$ cat src/rtl/uart_pkg.sv
// ---------------------------------------------------------------------------
// uart_pkg
//   Shared definitions for the 32-bit UART link (uart_tx_32 / uart_rx_32_deser).
//   - UART_OVERSAMPLE : default clken ticks per serial bit
//   - UART_WORD_BYTES : bytes per link word
//   - uart_rx_state_e : receiver FSM state encoding
//   - lane_select     : extract byte lane idx from a 32-bit word
//   - lane_write      : replace byte lane idx of a 32-bit word
//   Byte lanes are little-endian: lane 0 is bits [7:0] and travels first.
// ---------------------------------------------------------------------------
package uart_pkg;

   localparam int unsigned UART_OVERSAMPLE = 16;
   localparam int unsigned UART_WORD_BYTES = 4;

   typedef enum logic [2:0] {
      ST_IDLE,
      ST_START,
      ST_DATA,
      ST_STOP,
      ST_BREAK
   } uart_rx_state_e;

   function automatic logic [7:0] lane_select(input logic [31:0] word,
                                              input logic [1:0]  idx);
      return word[{idx, 3'b000} +: 8];
   endfunction

   function automatic logic [31:0] lane_write(input logic [31:0] word,
                                              input logic [1:0]  idx,
                                              input logic [7:0]  lane);
      logic [31:0] w;
      w = word;
      w[{idx, 3'b000} +: 8] = lane;
      return w;
   endfunction

endpackage

$ cat src/rtl/uart_rx_sync_2ff.sv
// ---------------------------------------------------------------------------
// uart_rx_sync_2ff
//   Two-flop synchroniser for a single asynchronous input bit.
//   Both flops reset to RESET_VAL (async, active-low).
//   Ports:
//     clk   in  system clock
//     rstn  in  async active-low reset
//     d     in  asynchronous input
//     q     out synchronised output (2 clk latency)
// ---------------------------------------------------------------------------
module uart_rx_sync_2ff #(
   parameter logic RESET_VAL = 1'b1
) (
   input  logic clk,
   input  logic rstn,
   input  logic d,
   output logic q
);

   logic meta;

   always_ff @(posedge clk or negedge rstn) begin
      if (!rstn) begin
         meta <= RESET_VAL;
         q    <= RESET_VAL;
      end else begin
         meta <= d;
         q    <= meta;
      end
   end

endmodule

$ cat src/rtl/uart_rx_32_deser.sv
// ---------------------------------------------------------------------------
// uart_rx_32_deser
//   UART 8N1 receiver that assembles four bytes (lane 0 first) into one
//   32-bit word. All sampling uses the synchronised line; all counters
//   advance only on clken (OVERSAMPLE ticks per bit, sampled mid-bit).
//   Ports:
//     clk          in   system clock
//     rstn         in   async active-low reset
//     clken        in   oversample tick
//     rx           in   serial input, idle high, asynchronous
//     data_out     out  last complete word, updated only with data_valid
//     data_valid   out  1-cycle pulse when data_out updates
//     frame_err    out  1-cycle pulse when a stop bit is sampled low
//     timeout_err  out  1-cycle pulse when a partial word is dropped
//     rx_busy      out  byte in flight or partial word pending
//   Build option:
//     UART_RX_TIMEOUT_EN  when defined, a partial word idle for
//                         TIMEOUT_BITS bit-times is dropped with
//                         timeout_err; otherwise it waits indefinitely
//                         and timeout_err stays 0.
// ---------------------------------------------------------------------------
module uart_rx_32_deser
   import uart_pkg::*;
#(
   parameter int unsigned DATA_WIDTH   = 32,
   parameter int unsigned OVERSAMPLE   = UART_OVERSAMPLE,
   parameter int unsigned TIMEOUT_BITS = 20
) (
   input  logic                  clk,
   input  logic                  rstn,
   input  logic                  clken,
   input  logic                  rx,
   output logic [DATA_WIDTH-1:0] data_out,
   output logic                  data_valid,
   output logic                  frame_err,
   output logic                  timeout_err,
   output logic                  rx_busy
);

   localparam int unsigned TW = $clog2(OVERSAMPLE);
   localparam logic [TW-1:0] HALF_LAST = TW'(OVERSAMPLE / 2 - 1);
   localparam logic [TW-1:0] FULL_LAST = TW'(OVERSAMPLE - 1);

   if (DATA_WIDTH != 32 || OVERSAMPLE < 8 || (OVERSAMPLE % 2) != 0 ||
       TIMEOUT_BITS == 0) begin : g_bad_cfg
      $error("uart_rx_32_deser: unsupported parameter set");
   end

   logic           rx_s;
   uart_rx_state_e state;
   logic [TW-1:0]  tick_cnt;
   logic [2:0]     bit_idx;
   logic [1:0]     byte_idx;
   logic [7:0]     shreg;
   logic [31:0]    word_asm;

`ifdef UART_RX_TIMEOUT_EN
   localparam int unsigned TO_LIMIT = TIMEOUT_BITS * OVERSAMPLE;
   localparam int unsigned TOW      = $clog2(TO_LIMIT + 1);
   localparam logic [TOW-1:0] TO_LAST = TOW'(TO_LIMIT - 1);
   logic [TOW-1:0] to_cnt;
`endif

   uart_rx_sync_2ff #(.RESET_VAL(1'b1)) u_sync (
      .clk  (clk),
      .rstn (rstn),
      .d    (rx),
      .q    (rx_s)
   );

   assign rx_busy = (state != ST_IDLE) || (byte_idx != '0);

   always_ff @(posedge clk or negedge rstn) begin
      if (!rstn) begin
         state       <= ST_IDLE;
         tick_cnt    <= '0;
         bit_idx     <= '0;
         byte_idx    <= '0;
         shreg       <= '0;
         word_asm    <= '0;
         data_out    <= '0;
         data_valid  <= 1'b0;
         frame_err   <= 1'b0;
         timeout_err <= 1'b0;
`ifdef UART_RX_TIMEOUT_EN
         to_cnt      <= '0;
`endif
      end else begin
         data_valid  <= 1'b0;
         frame_err   <= 1'b0;
         timeout_err <= 1'b0;
         if (clken) begin
            case (state)
               ST_IDLE: begin
                  if (!rx_s) begin
                     state    <= ST_START;
                     tick_cnt <= '0;
`ifdef UART_RX_TIMEOUT_EN
                     to_cnt   <= '0;
`endif
                  end
`ifdef UART_RX_TIMEOUT_EN
                  else if (byte_idx != '0) begin
                     if (to_cnt == TO_LAST) begin
                        timeout_err <= 1'b1;
                        byte_idx    <= '0;
                        to_cnt      <= '0;
                     end else begin
                        to_cnt <= to_cnt + 1'b1;
                     end
                  end
`endif
               end
               ST_START: begin
                  if (tick_cnt == HALF_LAST) begin
                     // A line already back high at mid start bit is a glitch.
                     if (rx_s) begin
                        state <= ST_IDLE;
                     end else begin
                        state    <= ST_DATA;
                        tick_cnt <= '0;
                        bit_idx  <= '0;
                     end
                  end else begin
                     tick_cnt <= tick_cnt + 1'b1;
                  end
               end
               ST_DATA: begin
                  if (tick_cnt == FULL_LAST) begin
                     tick_cnt        <= '0;
                     shreg[bit_idx]  <= rx_s;
                     if (bit_idx == 3'd7) begin
                        state <= ST_STOP;
                     end else begin
                        bit_idx <= bit_idx + 1'b1;
                     end
                  end else begin
                     tick_cnt <= tick_cnt + 1'b1;
                  end
               end
               ST_STOP: begin
                  if (tick_cnt == FULL_LAST) begin
                     tick_cnt <= '0;
                     if (rx_s) begin
                        word_asm <= lane_write(word_asm, byte_idx, shreg);
                        if (byte_idx == 2'd3) begin
                           data_out   <= lane_write(word_asm, 2'd3, shreg);
                           data_valid <= 1'b1;
                           byte_idx   <= '0;
                        end else begin
                           byte_idx <= byte_idx + 1'b1;
                        end
                        // Leaving at mid stop bit allows back-to-back bytes.
                        state <= ST_IDLE;
                     end else begin
                        frame_err <= 1'b1;
                        byte_idx  <= '0;
                        state     <= ST_BREAK;
                     end
                  end else begin
                     tick_cnt <= tick_cnt + 1'b1;
                  end
               end
               ST_BREAK: begin
                  if (rx_s) begin
                     state <= ST_IDLE;
                  end
               end
               default: state <= ST_IDLE;
            endcase
         end
      end
   end

endmodule
$ cat config.mk
export PLATFORM = sky130hd
export DESIGN_NAME = uart_rx_32_deser
export DESIGN_NICKNAME = d
export VERILOG_FILES = /design/src/rtl/uart_pkg.sv /design/src/rtl/uart_rx_sync_2ff.sv /design/src/rtl/uart_rx_32_deser.sv
export SDC_FILE = /design/constraint.sdc
export NUM_CORES = 1
export LEC_CHECK = 0
export ABC_AREA = 1
export CORE_MARGIN = 2
export CORE_UTILIZATION = 26
export CTS_BUF_LIST = sky130_fd_sc_hd__clkbuf_4 sky130_fd_sc_hd__clkbuf_8
export DETAILED_ROUTE_END_ITERATION = 8
export GPL_ROUTABILITY_DRIVEN = 1
export PLACE_DENSITY = 0.5
export SKIP_CTS_REPAIR_TIMING = 1
export SYNTH_ARGS = -nofsm -noshare
export SYNTH_HDL_FRONTEND = slang
export SYNTH_SLANG_ARGS = --single-unit
export TNS_END_PERCENT = 20
$ cat constraint.sdc
create_clock -name clk -period 3.82 [get_ports clk]
set_input_delay 0.382 -clock clk [delete_from_list [all_inputs] [get_ports clk]]
set_output_delay 0.382 -clock clk [all_outputs]
set_load 0.01 [all_outputs]
After elaboration in Yosys (flattened, before gate mapping)
Index checks and enable logic that the tools add are counted.
{ "totals": {"register_bits": 88, "in_bits": 4, "output_inout_bits": 36, "elab_cells": 83} }
{ "op_classes": {"n_addsub": 4, "magnitude_cmp": 2, "n_eq_ne": 16, "shift": 2, "mux": 33, "n_reduce_logical": 15} }
{ "ops": {"columns": ["cell", "n"], "rows": [
  ["two-way mux 3 bit", 11],
  ["bitwise mux 32 bit", 1],
  ["variable shift 8 x 7 -> 32 bit, first input constant", 1],
  ["indexed part select 8 x 7 -> 32 bit", 1],
  ["one-hot mux 3 bit (5 select lines)", 1],
  ["!= test 2 bit, second input constant", 7],
  ["two-way mux 4 bit", 3],
  ["one-hot mux 4 bit (3 select lines)", 1],
  ["two-way mux 1 bit", 10],
  ["bitwise mux 8 bit", 1],
  ["negation 5 -> 7 bit", 1],
  ["AND reduction 7 bit", 1],
  ["== test 3 x 2 -> 1 bit, second input constant", 2],
  ["== test 3 bit, second input constant", 2],
  ["two-way mux 2 bit", 3],
  ["one-hot mux 3 bit (2 select lines)", 1],
  ["AND reduction 3 bit", 2],
  ["AND reduction 6 bit", 1],
  ["nonzero test 3 bit", 2],
  ["AND reduction 5 bit", 1],
  ["adder 4 x 1 -> 4 bit, second input constant", 1],
  ["== test 4 x 3 -> 1 bit, second input constant", 1],
  ["== test 4 bit, second input constant", 1],
  ["less-than comparator 3 x 4 -> 1 bit, second input constant", 1],
  ["other kinds (14)", 15]
]} }

Longest topological paths before layout
Gate-level depths: netlist of run 1.
{ "depth": {"word_depth": 6, "depth_mapped": 10, "mapped_depth_nobuf": 9} }

Cells and area by module
A second synthesis of run 1 with hierarchy kept.
{ "hier_totals": {"cells_unflattened": 414, "area_unflattened_um2": 3558.4} }
{ "modules_own_cells": {"columns": ["module", "n_inst", "cells_per_inst", "area_per_inst_um2", "seq_area_each_um2"], "rows": [
  ["uart_rx_32_deser", 1, 412, 3505.9, 1951.9],
  ["uart_rx_sync_2ff", 1, 2, 52.6, 52.6]
]} }

Least setup slack after synthesis of run 1
Ideal clock, no wire load.
{ "synth_timing": {"path_kind": "reg2reg", "startpoint": "register u_sync.q", "endpoint": "register word_asm[14]", "setup_ps": 123, "t_arrival_ps": 1449, "t_required_ps": 3697, "setup_slack_ps": 2248, "path_stages_with_launch": 8, "n_path_buf": 2, "period_less_slack_ps": 1572, "path_cell_list": "dfstp_2 > buf_4 > clkinv_1 > nor2_4 > nand2_4 > buf_6 > o21ai_0 > nand2_1"} }
{ "synth_between": {"elab_chain_len": 1} }
{ "synth_rtl": {"columns": ["element", "line", "rtl"], "rows": [
  ["from (decl)", "uart_rx_sync_2ff.sv:17", "output logic q"],
  ["from (signal assigned)", "uart_rx_sync_2ff.sv:28", "q <= meta;"],
  ["AND reduction 4 bit (no source line)", null, null],
  ["to (signal assigned)", "uart_rx_32_deser.sv:145", "word_asm <= lane_write(word_asm, byte_idx, shreg);"],
  ["to (decl)", "uart_rx_32_deser.sv:55", "logic [31:0] word_asm;"]
]} }
No other way between the ends.
A chain may end at the register's enable or synchronous reset.

Worst setup path in the final report of run 1
{ "layout_timing": {"startpoint": "register byte_idx[0]", "endpoint": "output rx_busy"} }
{ "layout_between": {"elab_chain_len": 2} }
{ "layout_rtl": {"columns": ["element", "line", "rtl"], "rows": [
  ["from (decl)", "uart_rx_32_deser.sv:53", "logic [1:0] byte_idx;"],
  ["from (signal assigned)", "uart_rx_32_deser.sv:151", "byte_idx <= byte_idx + 1'b1;"],
  ["nonzero test 2 bit", "uart_rx_32_deser.sv:71", "assign rx_busy = (state != ST_IDLE) || (byte_idx != '0);"],
  ["logical OR 1 bit", "uart_rx_32_deser.sv:71", null],
  ["to (decl)", "uart_rx_32_deser.sv:37", "output logic rx_busy"]
]} }
No other way between the ends.

==> summary.md, run 1 <==
| Metric | Value |
|---|---|
| Status | `complete, no violations` |
| Fmax | `roughly 0.45 GHz` |
| Die extent in y | `about 120 um` |
| Vias in the first global route | `~2800` |
| Mapped Avg Cell Area | `approximately 8.6 um^2` |
| IO Count | `40` |
| Fin util | `31.88%` |
| Clock buffer depth | `2` |
| Nets | `480` |
| CP Data Required Time | `roughly 3.4 ns` |
| Slew HR | `32.05%` |
| Critical Path Sink Type | `output port` |
| GRT Total Usage | `a little under an eighth` |
| Post-route ant nets | `0` |
| Detail-routed net length per standard cell | `about 12 um` |
| Top post-synthesis cells by area | `dfrtp_1, nand2_1, o21ai_0` |
| CP max-delay cell | `clkdlybuf4s50_1` |
| Setup CP Type | `reg -> out` |
| Post-Syn Area | `0.003686 mm^2` |
| Multi-input gate area | `roughly 0.0014 mm^2` |
| H-tree levels | `3` |
| Gp weighted congestion | `~0.80` |
| Row cnt | `43` |
| Antenna violations before repair | `0` |
| Layout cells sized above 1 | `under 10%` |
| Final hold vios | `0` |
| Async SR Flop Fraction | `100.0%` |
| Final setup vio count | `0` |
| Critical path startpoint category | `flip-flop` |
| Slowest stage delay, CP | `between 0.5 and 0.6 ns` |
| CP cell instances | `inv_1, ha_1, nand3_1, clkdlybuf4s50_1` |
| Worst r2r src | `tick_cnt[0]$_DFFE_PN0P_` |
| Core box area | `around 0.014 mm^2` |
| DR iter-0 viols | `between 150 and 200` |
| Initial Util | `26.55%` |
| PwrDens | `423.4 mW/mm^2` |
| Drt pass-1 iters | `4` |
| Synth top area share | `between 50% and 60%` |
| Top cells by count, synth | `nand2_1, dfrtp_1, o21ai_0` |
| Placed cells | `roughly 640` |
| Worst Max-Slew Pin Slew | `1.019 ns` |
| Critical-path maximum fanout | `7` |
| IO Port Bufs | `38` |
| Diodes inserted | `0` |
| Pin count of the biggest net entering global routing | `just over 80` |
| CP bufs+invs | `2` |
| Distinct cells, synth | `26` |
| Clk_lat worst skew | `roughly 0.36 ns` |
| Post-DP HPWL | `5572 um` |
| Hold Crit Class | `in -> async` |
| First-pass GRT wire length | `13550 um` |
| CTS Sinks | `80` |
| Final slew viol count | `0` |
| RSZ-0062 raised after global routing | `no` |
| Peak supply drop | `around 270 uV` |
| CTS tree | `done` |
| Max cap viols | `0` |
| Filler Cell Count | `between 1000 and 1500` |
| Post-synth EDFFs | `0` |
| Cts bufs inserted | `9` |
| Area growth syn-to-layout | `20.06%` |
| FF-to-FF End | `data_out[21]$_DFFE_PN0P_` |
| Seq. cell area | `0.002004 mm^2` |
| Via density | `4.342` |
| Cell family with most CP delay | `buffers and inverters` |
| R2R setup slack | `between 1.5 and 2 ns` |
| Synth warn | `0` |
| DRC | `0` |
| Cells on worst reg2reg path | `9` |
| Register bit count reported by yosys | `80` |
| Period utilization | `between 50% and 60%` |
| Die area | `approximately 0.015 mm^2` |
| Synth area leader | `dfrtp_1` |
| Vias after detailed routing | `about 2800` |
| Clock-pin slew on the worst setup and hold paths | `around 0.080 ns` |
| Main synth FF type | `dfrtp_1` |
| CTS Root Buffer Type | `clkbuf_8` |
| Leak | `between 2 and 2.5 nW` |
| Global route overflow | `0` |
| Crit path arrival time | `between 1.5 and 2 ns` |
| Minimum clock period after layout | `around 2.2 ns` |
| Setup TNS | `0 ns` |
| Post-synthesis sequential area ratio | `54.38%` |
| Final wirelength | `~8000 um` |
| Die width | `123.1 um` |
| Post-route insts no fill | `653` |
| Count leader, synth | `nand2_1` |
| Syn Nets | `443` |
| Cells after Synth | `approximately 430` |
| Hold_ws | `~0.13 ns` |
| Clock Skew | `~0.012 ns` |
-- per-layer routing --
layer  part of all wire, %  wire (um)  GRT usage (%)
met5                     0          0              0
met4                   1.0         82          4.048
met3                   4.7        378          3.967
met2                    46       3682          17.75
met1                    48       3883          15.49
-- registers in the layout (all words and copies together) (netlist names) --
| register | cells |
|---|---|
| data_out | 32 |
| frame_err | 1 |
| state | 3 |
| shreg | 8 |
| u_sync.q | 1 |
| data_valid | 1 |
| tick_cnt | 4 |
| bit_idx | 3 |
| word_asm | 24 |
| u_sync.meta | 1 |
| byte_idx | 2 |
-- cells by family (layout without fill, tap and decap cells) --
group                    count (synthesis)  after routing  share of synthesized area [%]
AND/OR/NAND/NOR                        227            227                          27.70
flip-flops                              80             80                          54.38
AO/OA/AOI/OAI                           61             61                          8.384
buffers and inverters                   53             95                          6.483
adder cells (fa/ha/maj)                  8              8                          2.716
other                                    1              1                         0.1017
XOR/XNOR                                 1              1                         0.2377
-- how the worst max path moves through the flow --
stage | startpoint | slack, ns | endpoint | cells after the start
2_1_floorplan | u_sync.q$_DFF_PN1_ | 2.25 | word_asm[14]$_DFFE_PN0P_ | 7
3_3_place_gp | clken | 1.56 | data_out[12]$_DFFE_PN0P_ | 7
3_5_place_dp | clken | 1.50 | data_out[21]$_DFFE_PN0P_ | 7
4_1_cts | byte_idx[0]$_DFFE_PN0P_ | 1.54 | rx_busy | 4
5_1_grt | tick_cnt[0]$_DFFE_PN0P_ | 1.33 | data_out[21]$_DFFE_PN0P_ | 9
6_report | byte_idx[0]$_DFFE_PN0P_ | 1.59 | rx_busy | 4
-- cell type report --
type                            instances  share of cell area, %
Clock buffer                           14                  4.213
Clock inverter                          2                 0.7916
Inverter                               41                  3.478
Multi-Input combinational cell        298                  32.60
Sequential cell                        80                  45.29
Tap cell                              180                  5.089
Timing Repair Buffer                   38                  8.538
-- power by group --
part / internal, mW / leakage, nW / switching, mW
registers: 0.879 / 1.02 / 0.0480
logic: 0.0794 / 1.01 / 0.190
clock network: 0.380 / 0.116 / 0.297
-- stage by stage --
step | worst slack, ns | power (mW) | instance area (um^2)
floorplan | 2.248 | 1.134 | 3686
global placement | 1.562 | 1.208 | 4204
detailed placement | 1.502 | 1.210 | 4204
CTS | 1.539 | 1.897 | 4425
global route | 1.333 | 1.999 | 4425
finish | 1.586 | 1.874 | 4425
-- cells in the final DEF, fill, tap and decap left out, drive strengths merged --
master,count
dfstp,2
conb,1
ha,8
clkbuf,14
o21ai,57
a21oi,3
xor2,1
nand3,29
clkinv,4
inv,38
nor2,34
nor3,24
dfrtp,78
buf,1
o221ai,1
bufinv,1
nand2,140
clkdlybuf4s50,37
Note: power is estimated with default switching activity, not from simulation.
==> inputs of run 2 (changes only) <==
==> constraint.sdc (replaced) <==
create_clock -name clk -period 2.1 [get_ports clk]
set_input_delay 0.21 -clock clk [delete_from_list [all_inputs] [get_ports clk]]
set_output_delay 0.21 -clock clk [all_outputs]
set_load 0.01 [all_outputs]
==> summary.md, run 2 (synthesized netlist as in run 1, its figures left out) <==
| Metric | Value |
|---|---|
| Clk_lat worst skew | `about 0.37 ns` |
| Slew HR | `between 60% and 70%` |
| CTS tree | `done` |
| Via density | `4.406` |
| Pin count of the biggest net entering global routing | `between 40 and 50` |
| Period utilization | `between 90% and 100%` |
| Gp weighted congestion | `~0.80` |
| Comb pwr share | `14.8%` |
| Minimum clock period after layout | `1.946 ns` |
| Critical path startpoint category | `flip-flop` |
| Final slew viol count | `0` |
| Hold Crit Class | `in -> reg` |
| IO Port Bufs | `38` |
| IO Count | `40` |
| Post-route ant nets | `0` |
| Sw Share | `between 20% and 30%` |
| Global route overflow | `0` |
| Most common cell after layout, fill and taps aside | `nand2_1` |
| Final wirelength | `just over 8000 um` |
| Worst Setup EP | `rx_busy` |
| Post-route insts no fill | `~660` |
| Core box area | `around 0.014 mm^2` |
| Nets | `486` |
| RSZ-0062 raised after global routing | `no` |
| Vias in the first global route | `around 2900` |
| Die width | `around 120 um` |
| Clock Skew | `0.008961 ns` |
| DRC | `0` |
| Post-DP HPWL | `a little under 6000 um` |
| First-pass GRT wire length | `roughly 14000 um` |
| Biggest regs | `data_out: 32 flops, word_asm: 24 flops, shreg: 8 flops` |
| CP Data Required Time | `between 1.5 and 2 ns` |
| Status | `complete, no violations` |
| Worst Max-Slew Pin Slew | `0.5075 ns` |
| Leak | `roughly 2.2 nW` |
| Peak supply drop | `400.2 uV` |
| Die area | `0.01515 mm^2` |
| CTS Root Buffer Type | `clkbuf_8` |
| H-tree levels | `3` |
| Top reg by flops | `data_out` |
| Clock-pin slew on the worst setup and hold paths | `around 0.080 ns` |
| Initial Util | `between 20% and 30%` |
| Diodes inserted | `0` |
| Vias after detailed routing | `a little under 3000` |
| Pre-CTS setup slack | `about 0.23 ns` |
| Sw power | `just under 1 mW` |
| DR iter-0 viols | `around 170` |
| Detail-routed net length per standard cell | `between 10 and 15 um` |
| Fmax | `0.5137 GHz` |
| Setup CP Type | `reg -> out` |
| PwrDens | `between 700 and 800 mW/mm^2` |
| Worst setup margin | `between 0.15 and 0.2 ns` |
| Worst r2r src | `tick_cnt[0]$_DFFE_PN0P_` |
| Drt pass-1 iters | `4` |
| R2R setup slack | `0.23 ns` |
| GRT Total Usage | `between 10% and 20%` |
| Hold path start | `rx` |
| Antenna violations before repair | `0` |
| Die extent in y | `123.1 um` |
| Clock buffer depth | `2` |
| FF-to-FF End | `data_out[31]$_DFFE_PN0P_` |
| Placed cells | `about 640` |
| CTS Sinks | `80` |
| Area growth syn-to-layout | `21.69%` |
| Critical-path maximum fanout | `7` |
| Max reg flops | `32` |
| Part of the power in the clock network | `between 30% and 40%` |
| Critical Path Sink Type | `output port` |
| Part of the power in registers | `49.8%` |
| Final hold vios | `0` |
| Layout cells sized above 1 | `~8.4%` |
| Crit. Startpoint | `byte_idx[0]$_DFFE_PN0P_` |
| Cts bufs inserted | `9` |
| Internal Power | `approximately 2.4 mW` |
| Most frequent cells in the layout | `nand2_1, dfrtp_1, o21ai_0` |
| Cells on worst reg2reg path | `9` |
| Crit path arrival time | `approximately 1.7 ns` |
| Row cnt | `43` |
| Max cap viols | `0` |
| Final setup vio count | `0` |
-- run 2: how the worst min path moves through the flow --
stage,to,slack (ns),cells past startpoint
2_1_floorplan,bit_idx[0]$_DFFE_PN0P_,-0.09,0
3_3_place_gp,tick_cnt[0]$_DFFE_PN0P_,0.22,1
3_5_place_dp,tick_cnt[0]$_DFFE_PN0P_,0.22,1
4_1_cts,tick_cnt[3]$_DFFE_PN0P_,-0.20,1
5_1_grt,u_sync.meta$_DFF_PN1_,0.24,1
6_report,u_sync.meta$_DFF_PN1_,0.25,1
-- run 2: critical path, stage by stage (launching register included) --
cell and delay (ns):
dfrtp_2 0.44, inv_2 0.13, ha_2 0.22, nand3_1 0.09, clkdlybuf4s50_1 0.48
-- run 2: metrics by stage --
step	utilization, %	cell area, um^2	TNS [ns]	power (mW)	hold WS, ns
6_report	32.31	4486	0	3.380	0.2493
5_1_grt	32.31	4486	0	3.557	0.2368
4_1_cts	32.22	4472	-0.01930	3.433	-0.2036
3_5_place_dp	30.74	4267	0	2.214	0.2163
3_3_place_gp	30.74	4267	0	2.201	0.2171
2_1_floorplan	-	3686	0	2.063	-0.08559
-- run 2: power groups by stage --
stage / clock (mW) / sequential (mW) / combinational (mW)
5_1_grt: 1.28 / 1.70 / 0.579
3_3_place_gp: 0 / 1.71 / 0.492
2_1_floorplan: 0 / 1.69 / 0.372
4_1_cts: 1.25 / 1.68 / 0.502
3_5_place_dp: 0 / 1.71 / 0.502
6_report: 1.20 / 1.68 / 0.501
-- run 2: area by class of cell --
cell class,count,area [um^2]
inverters,41,153.9
clock buffers,12,165.2
flip-flops and latches,80,2006
well taps,180,225.2
fillers,1495,9395
clock inverters,3,40.04
repair buffers,44,450.4
multi-input cells,298,1445
-- run 2: metal layers --
metal / track usage [%] / vias up / share of wire [%]
li1: - / 1471 / -
met3: 2.860 / 15 / 4.4
met4: 6.463 / 0 / 2.6
met5: 0 / - / 0
met2: 18.30 / 52 / 44
met1: 15.86 / 1361 / 49
